===== config.mk =====
export PLATFORM = sky130hd
export DESIGN_NAME = serial_pattern_gen
export DESIGN_NICKNAME = d
export VERILOG_FILES = /design/src/rtl/serial_pattern_gen.sv
export SDC_FILE = /design/constraint.sdc
export NUM_CORES = 1
export LEC_CHECK = 0
export ABC_AREA = 1
export CAP_MARGIN = 20
export CORE_MARGIN = 1
export CORE_UTILIZATION = 51
export CTS_BUF_LIST = sky130_fd_sc_hd__clkbuf_8
export DETAILED_ROUTE_END_ITERATION = 8
export GPL_ROUTABILITY_DRIVEN = 0
export PLACE_DENSITY = 0.79
export SLEW_MARGIN = 10
export SYNTH_ARGS = -nofsm -noshare
export SYNTH_HDL_FRONTEND = slang
export SYNTH_SLANG_ARGS = --single-unit

===== constraint.sdc =====
create_clock -name clk -period 1.6 [get_ports clk]
set_input_delay 0.16 -clock clk [delete_from_list [all_inputs] [get_ports clk]]
set_output_delay 0.16 -clock clk [all_outputs]
set_load 0.03 [all_outputs]

===== src/rtl/serial_pattern_gen.sv =====
// Parallel-load, MSB-first serial pattern generator feeding the sequence detector input.
// Optional build macro PATTERN_LOOP_EN adds a `loop` input that repeats the captured word back to back.
module serial_pattern_gen #(
    parameter int WIDTH      = 8,
    parameter int GAP_CYCLES = 2
) (
    input  logic             clk,
    input  logic             reset,
    input  logic             load,
    input  logic [WIDTH-1:0] data_in,
`ifdef PATTERN_LOOP_EN
    input  logic             loop,
`endif
    output logic             ready,
    output logic             out_bit,
    output logic             bit_valid,
    output logic [1:0]       state_out
);

    localparam int CNT_W = (WIDTH > 1) ? $clog2(WIDTH) : 1;
    localparam logic [CNT_W-1:0] LAST_BIT = CNT_W'(WIDTH - 1);
    localparam logic [3:0] LAST_GAP = 4'((GAP_CYCLES > 0) ? GAP_CYCLES - 1 : 0);

    // Code 2'b11 is never entered on purpose; it falls back to IDLE.
    typedef enum logic [1:0] {
        IDLE   = 2'b00,
        SHIFT  = 2'b01,
        GAP    = 2'b10,
        UNUSED = 2'b11
    } state_t;

    state_t           state, state_nxt;
    logic [WIDTH-1:0] shreg, shreg_nxt;
    logic [CNT_W-1:0] bit_cnt, bit_cnt_nxt;
    logic [3:0]       gap_cnt, gap_cnt_nxt;
`ifdef PATTERN_LOOP_EN
    logic [WIDTH-1:0] hold, hold_nxt;
`endif

    always_ff @(posedge clk) begin
        if (reset) begin
            state   <= IDLE;
            shreg   <= '0;
            bit_cnt <= '0;
            gap_cnt <= '0;
`ifdef PATTERN_LOOP_EN
            hold    <= '0;
`endif
        end else begin
            state   <= state_nxt;
            shreg   <= shreg_nxt;
            bit_cnt <= bit_cnt_nxt;
            gap_cnt <= gap_cnt_nxt;
`ifdef PATTERN_LOOP_EN
            hold    <= hold_nxt;
`endif
        end
    end

    always_comb begin
        state_nxt   = state;
        shreg_nxt   = shreg;
        bit_cnt_nxt = bit_cnt;
        gap_cnt_nxt = gap_cnt;
`ifdef PATTERN_LOOP_EN
        hold_nxt    = hold;
`endif
        ready       = 1'b0;
        out_bit     = 1'b0;
        bit_valid   = 1'b0;
        state_out   = state;

        case (state)
            IDLE: begin
                ready = 1'b1;
                if (load) begin
                    shreg_nxt   = data_in;
                    bit_cnt_nxt = '0;
                    state_nxt   = SHIFT;
`ifdef PATTERN_LOOP_EN
                    hold_nxt    = data_in;
`endif
                end
            end
            SHIFT: begin
                out_bit     = shreg[WIDTH-1];
                bit_valid   = 1'b1;
                shreg_nxt   = {shreg[WIDTH-2:0], 1'b0};
                bit_cnt_nxt = bit_cnt + 1'b1;
                if (bit_cnt == LAST_BIT) begin
                    bit_cnt_nxt = '0;
`ifdef PATTERN_LOOP_EN
                    // Reload without leaving SHIFT so the repeated stream has no hole.
                    if (loop) begin
                        shreg_nxt = hold;
                    end else
`endif
                    if (GAP_CYCLES > 0) begin
                        state_nxt   = GAP;
                        gap_cnt_nxt = '0;
                    end else begin
                        state_nxt = IDLE;
                    end
                end
            end
            GAP: begin
                if (gap_cnt == LAST_GAP) begin
                    state_nxt = IDLE;
                end else begin
                    gap_cnt_nxt = gap_cnt + 1'b1;
                end
            end
            default: begin
                state_nxt = IDLE;
            end
        endcase
    end

endmodule

==> key figures, run 1 <==
Critical path
  – WP data required: 1.44 ns
  – CP Buf/Inv Count: 1
  – Crit end category: output port
  – Worst Path Arrival: 1.38 ns
  – Critical Path Max Stage Delay: 0.71 ns
  – CP delay by family, top: buffers and inverters
  – Worst-path maximum fanout: 4
  – Worst path cell trace: clkdlybuf4s50_1
  – Worst path slowest cell: clkdlybuf4s50_1
  – Kind of critical path: reg -> out
  – Startpoint Class: register

Clocking
  – Clk Tree Root Cell: clkbuf_8
  – Max Buffers Root-to-Sink: 2
  – Num CTS Buffers: 3
  – CTS Hold Bufs: 0
  – H-Tree Depth: 1
  – TritonCTS Sinks: 17
  – Post CTS Setup Buffer Count: 0
  – TritonCTS clock tree: built
  – Clock Latency Late Sink: 0.25 ns
  – Post-cts resize count: 2
  – Reg clk slew, reported paths: 0.06 ns

Synth
  – Ys Warns: 0
  – FF+latch count, synth: 17
  – Synthesized area per cell: 7.84 sq um
  – Syn Nets: 118
  – Sequential-to-total area share from yosys stat: 0.422
  – Synth cell types: 20
  – Post-synthesis cell count: 103
  – Mapped cell area: 807 sq um

Detailed routing
  – DRT Wirelength: 1660 microns
  – Vias: 743
  – Avg WL per Cell: 12.1 microns
  – DRC violation count after routing: 0
  – Antenna-violating nets left: 0
  – Drt first pass iters: 4
  – Initial DRC Count: 18
  – Vias per Instance: 5.42

Timing
  – Unrepaired setup endpoints after global routing: no
  – Hold Fails Final Rpt: 0
  – Layout Skew: 0.00751 ns
  – Worst slew margin: 0.795
  – Setup_tns: 0 ns
  – Fin crit share: 0.963
  – Least-Margin Pin Slew: 0.307 ns
  – # setup viols final: 0
  – Pins Over Slew Limit: 0
  – FMAX: 649 MHz
  – Crit path time final: 1.54 ns

Cells and area
  – Area of the multi-input gates: 395 sq um
  – # diodes: 0
  – Layout cells sized above 1: 0.139
  – Fillers: 109
  – Syn-to-layout area delta: 25.9%
  – Reg area: 340 sq um
  – Net count, final: 138

Power
  – Max VDD drop: 814 uV
  – Leakage: 0.416 nW
  – Pwr Density: 924 nW/um^2
  – PnR Total Power: 939 uW

Floorplan
  – Die area: 1750 sq um
  – I/O pin cnt: 16
  – Core Box Area: 1380 sq um
  – Placement Rows: 13
  – Die width: 41.8 microns
  – Initial core utilization: 0.584
  – Die Ht: 41.8 microns

Global routing
  – Initial antenna violation count: 0
  – Total gr overflow: 0
  – First-pass GRT wire length: 2820 microns
  – Vias in the first global route: 694
  – Maximum number of pins on one net before global-route repair: 15
  – Gr usage total: 0.208

Hold path
  – Class of the worst hold path: reg -> reg

Run status
  – Outcome: complete, no violations

Placement
  – HPWL Detailed: 1280 microns
  – IO Port Bufs: 15

Run
  – Max-Cap Viols: 0
-- per-layer routing --
layer,wire length [microns],track usage,part of all wire,vias to the layer above
li1,-,-,-,388
met1,715,0.223,0.43,339
met2,875,0.378,0.53,14
met3,55,0.0565,0.033,2
met4,16,0.0839,0.0096,0
met5,0,0,0,-
-- kinds of logic after synthesis --
| logic type | count (synthesis) | synth area share |
|---|---|---|
| compound gates | 33 | 0.220 |
| fa+ha+maj | 4 | 0.0620 |
| buf+inv | 15 | 0.0884 |
| flops | 17 | 0.422 |
| simple gates | 34 | 0.208 |
-- sequential cells by signal, indices dropped and copies added (netlist names) --
signal	count
shreg	8
gap_cnt	4
bit_cnt	3
state_out	2
-- cells in the final DEF, fill, tap and decap left out --
cell | netlist | final
nand3_1 | 6 | 6
o21ai_0 | 8 | 8
o22ai_1 | 7 | 7
nor2_4 | 1 | 1
or2_2 | 1 | 1
a21oi_1 | 17 | 17
dlygate4sd2_1 | 0 | 2
dfxtp_1 | 17 | 17
nand2_4 | 2 | 2
ha_1 | 4 | 4
nand2_1 | 16 | 16
nor2_2 | 1 | 1
clkdlybuf4s50_1 | 0 | 12
clkinvlp_4 | 0 | 1
nor2_1 | 5 | 5
inv_1 | 10 | 10
buf_4 | 1 | 4
nand4_1 | 1 | 1
inv_2 | 2 | 2
nand2_2 | 1 | 1
o21ai_2 | 1 | 1
clkbuf_8 | 0 | 3
-- layout make-up --
| type | count | share of cell area |
|---|---|---|
| multi-input combinational | 71 | 0.389 |
| sequential | 17 | 0.335 |
| timing repair buffer | 18 | 0.165 |
| inverter | 12 | 0.0443 |
| clock buffer | 3 | 0.0406 |
| tap | 15 | 0.0185 |
| clock inverter | 1 | 0.00739 |
-- synth_stat cells, drive strengths merged --
master	n	area share
inv	12	0.056
nor2	7	0.045
a21oi	17	0.11
nand3	6	0.037
or2	1	0.0078
buf	2	0.028
nand2	19	0.11
o22ai	7	0.054
o21ai	9	0.060
nand4	1	0.0078
clkbuf	1	0.0046
dfxtp	17	0.42
ha	4	0.062
-- stage by stage --
step / area (sq um) / setup slack, ns / hold WS [ns] / utilization / cells
3_5_place_dp: 970 / 0.0968 / 0.465 / 0.701 / 133
3_3_place_gp: 970 / 0.144 / 0.450 / 0.701 / 133
2_1_floorplan: 807 / 0.255 / 0.309 / - / 103
6_report: 1020 / 0.0589 / 0.477 / 0.735 / 137
4_1_cts: 1020 / 0.0477 / 0.475 / 0.735 / 137
5_1_grt: 1020 / 0.0138 / 0.500 / 0.735 / 137
-- worst paths after layout --
check	start	to	slack, ns	cells past startpoint
setup reg to reg	state_out[0]	gap_cnt[2]	0.26	7
hold reg to reg	bit_cnt[2]	bit_cnt[2]	0.48	2
setup / recovery	state_out[1]	state_out[1]	0.06	1
hold / removal	bit_cnt[2]	bit_cnt[2]	0.48	2
-- power breakdown --
group          internal, mW  switching (mW)  leakage (nW)  total [mW]
Sequential            0.449          0.0147         0.140       0.464
Clock                 0.175           0.152        0.0217       0.327
Combinational        0.0667          0.0806         0.255       0.147
(Power assumes the default switching activity.)
==> inputs of run 2 (changes only) <==
--- a/config.mk
+++ b/config.mk
@@ -7,12 +7,14 @@
 export LEC_CHECK = 0
 export ABC_AREA = 1
 export CAP_MARGIN = 20
+export CELL_PAD_IN_SITES_DETAIL_PLACEMENT = 0
+export CELL_PAD_IN_SITES_GLOBAL_PLACEMENT = 1
 export CORE_MARGIN = 1
-export CORE_UTILIZATION = 51
+export CORE_UTILIZATION = 38
 export CTS_BUF_LIST = sky130_fd_sc_hd__clkbuf_8
 export DETAILED_ROUTE_END_ITERATION = 8
 export GPL_ROUTABILITY_DRIVEN = 0
-export PLACE_DENSITY = 0.79
+export PLACE_DENSITY_LB_ADDON = 0.1
 export SLEW_MARGIN = 10
 export SYNTH_ARGS = -nofsm -noshare
 export SYNTH_HDL_FRONTEND = slang
==> key figures, run 2 (synthesized netlist as in run 1, its figures left out) <==
Run status
  – Outcome: complete, no violations (unchanged)

Critical path
  – Critical Path Max Stage Delay: 0.70 ns (was 0.71 ns)
  – Startpoint Class: register (unchanged)
  – Crit end category: output port (unchanged)
  – CP Buf/Inv Count: 1 (unchanged)
  – Worst Path Arrival: 1.37 ns (was 1.38 ns)
  – Worst path slowest cell: clkdlybuf4s50_1 (unchanged)
  – CP delay by family, top: buffers and inverters (unchanged)
  – Kind of critical path: reg -> out (unchanged)
  – Worst-path maximum fanout: 4 (unchanged)
  – Worst path cell trace: clkdlybuf4s50_1 (unchanged)
  – WP data required: 1.44 ns (about the same)

Detailed routing
  – Vias per Instance: 4.85 (was 5.42)
  – Initial DRC Count: 14 (was 18)
  – DRT Wirelength: 1700 microns (was 1660 microns)
  – Antenna-violating nets left: 0 (unchanged)
  – Avg WL per Cell: 11.4 microns (was 12.1 microns)
  – Vias: 723 (was 743)
  – DRC violation count after routing: 0 (unchanged)
  – Drt first pass iters: 3 (was 4)

Clocking
  – CTS Hold Bufs: 0 (unchanged)
  – Reg clk slew, reported paths: 0.07 ns (was 0.06 ns)
  – Clk Tree Root Cell: clkbuf_8 (unchanged)
  – TritonCTS clock tree: built (unchanged)
  – Post CTS Setup Buffer Count: 0 (unchanged)
  – Num CTS Buffers: 3 (unchanged)
  – Clock Latency Late Sink: 0.25 ns (about the same)
  – Max Buffers Root-to-Sink: 2 (unchanged)
  – TritonCTS Sinks: 17 (unchanged)
  – H-Tree Depth: 1 (unchanged)

Power
  – Reg power frac: 0.501 (was 0.494)
  – Leakage: 0.434 nW (was 0.416 nW)
  – Sw Pwr: 237 uW (was 248 uW)
  – Comb power frac: 0.156 (was 0.157)
  – Pwr Density: 898 nW/um^2 (was 924 nW/um^2)
  – Clk pwr share: 0.343 (was 0.349)
  – Max VDD drop: 619 uV (was 814 uV)
  – Switch share: 0.256 (was 0.264)
  – PnR Total Power: 926 uW (was 939 uW)
  – Cell internal pwr: 689 uW (was 691 uW)

Timing
  – Setup_tns: 0 ns (unchanged)
  – Layout Skew: 0.00576 ns (was 0.00751 ns)
  – Fin crit share: 0.959 (was 0.963)
  – Crit path time final: 1.53 ns (was 1.54 ns)
  – FMAX: 652 MHz (was 649 MHz)
  – Least-Margin Pin Slew: 0.317 ns (was 0.307 ns)
  – Unrepaired setup endpoints after global routing: no (unchanged)
  – Final setup margin: 0.0662 ns (was 0.0589 ns)
  – # setup viols final: 0 (unchanged)
  – Min Hold Slack: 0.465 ns (was 0.477 ns)
  – Hold Fails Final Rpt: 0 (unchanged)
  – Worst slew margin: 0.789 (was 0.795)
  – Pins Over Slew Limit: 0 (unchanged)

Global routing
  – Maximum number of pins on one net before global-route repair: 15 (unchanged)
  – Total gr overflow: 0 (unchanged)
  – Gr usage total: 0.179 (was 0.208)
  – Initial antenna violation count: 0 (unchanged)
  – First-pass GRT wire length: 2720 microns (was 2820 microns)
  – Vias in the first global route: 658 (was 694)

Hold path
  – Class of the worst hold path: reg -> reg (unchanged)

Floorplan
  – I/O pin cnt: 16 (unchanged)
  – Die Ht: 48.1 microns (was 41.8 microns)
  – Core Box Area: 1980 sq um (was 1380 sq um)
  – Initial core utilization: 0.407 (was 0.584)
  – Die area: 2310 sq um (was 1750 sq um)
  – Placement Rows: 16 (was 13)
  – Die width: 48.1 microns (was 41.8 microns)

Cells and area
  – Layout cells sized above 1: 0.139 (unchanged)
  – Final instance area: 1030 sq um (was 1020 sq um)
  – # diodes: 0 (unchanged)
  – Syn-to-layout area delta: 27.8% (was 25.9%)
  – Commonest non-fill, non-tap cells in the layout: a21oi_1, dfxtp_1, nand2_1, clkdlybuf4s50_1, inv_1 (unchanged)
  – Net count, final: 138 (unchanged)
  – Max reg flops: 8 (unchanged)
  – Largest reg by FF count: shreg (unchanged)
  – Regs by FF count: shreg (8), gap_cnt (4), bit_cnt (3) (unchanged)
  – Fillers: 210 (was 109)

Placement
  – HPWL Detailed: 1240 microns (was 1280 microns)
  – DP Area: 985 sq um (was 970 sq um)
  – IO Port Bufs: 15 (unchanged)
  – Setup WS pre-CTS: 0.135 ns (was 0.0968 ns)

Run
  – Max-Cap Viols: 0 (unchanged)
[run 2: cell count changes in the layout (fill, tap and decap cells not counted), sizes merged]
cell	change
clkinvlp	-1
clkdlybuf4s50	-1
dlymetal6s2s	+1
clkinv	+1
[run 2: per-stage QoR]
stage,util,cells
3_3_place_gp,0.497,145
3_5_place_dp,0.497,145
4_1_cts,0.519,149
6_report,0.520,149
2_1_floorplan,-,103
5_1_grt,0.520,149
[run 2: final cells by class]
class	count	area [sq um]	area share
clock buffers	3	41.3	0.0400
clock inverters	1	5.00	0.00485
inverters	12	45.0	0.0437
multi-input cells	71	395	0.383
flip-flops and latches	17	340	0.330
well taps	27	33.8	0.0328
repair buffers	18	170	0.165
[run 2: what timing repair did]
action	in CTS	in global routing
hold endpoints to repair	0	0
resized for setup	2	1
setup endpoints to repair	2	1
[run 2: power by group through the flow]
stage               combinational (mW)  clock (mW)  sequential (mW)
finish                           0.144       0.317            0.464
global route                     0.162       0.340            0.468
CTS                              0.146       0.328            0.464
detailed placement               0.148           0            0.473
floorplan                       0.0893           0            0.475
global placement                 0.147           0            0.474
[run 2: worst paths after layout]
path	start	to	slack (ns)	cells past startpoint
min reg2reg	bit_cnt[1]	bit_cnt[1]	0.47	2
min	bit_cnt[1]	bit_cnt[1]	0.47	2
max reg2reg	state_out[0]	gap_cnt[1]	0.32	6
max	state_out[1]	state_out[1]	0.07	1
[run 2: metal layers]
layer	vias up	GRT usage	routed length (microns)
li1	385	-	-
met1	324	0.192	781
met2	9	0.305	810
met3	5	0.0717	63
met4	0	0.0833	40
met5	-	0	0
==> inputs of run 3 (changes only) <==
--- a/config.mk
+++ b/config.mk
@@ -13,7 +13,6 @@
 export CORE_UTILIZATION = 38
 export CTS_BUF_LIST = sky130_fd_sc_hd__clkbuf_8
 export DETAILED_ROUTE_END_ITERATION = 8
-export GPL_ROUTABILITY_DRIVEN = 0
 export PLACE_DENSITY_LB_ADDON = 0.1
 export SLEW_MARGIN = 10
 export SYNTH_ARGS = -nofsm -noshare
==> results of run 3 <==
Final layout, timing and power as in run 2 (identical DEF).
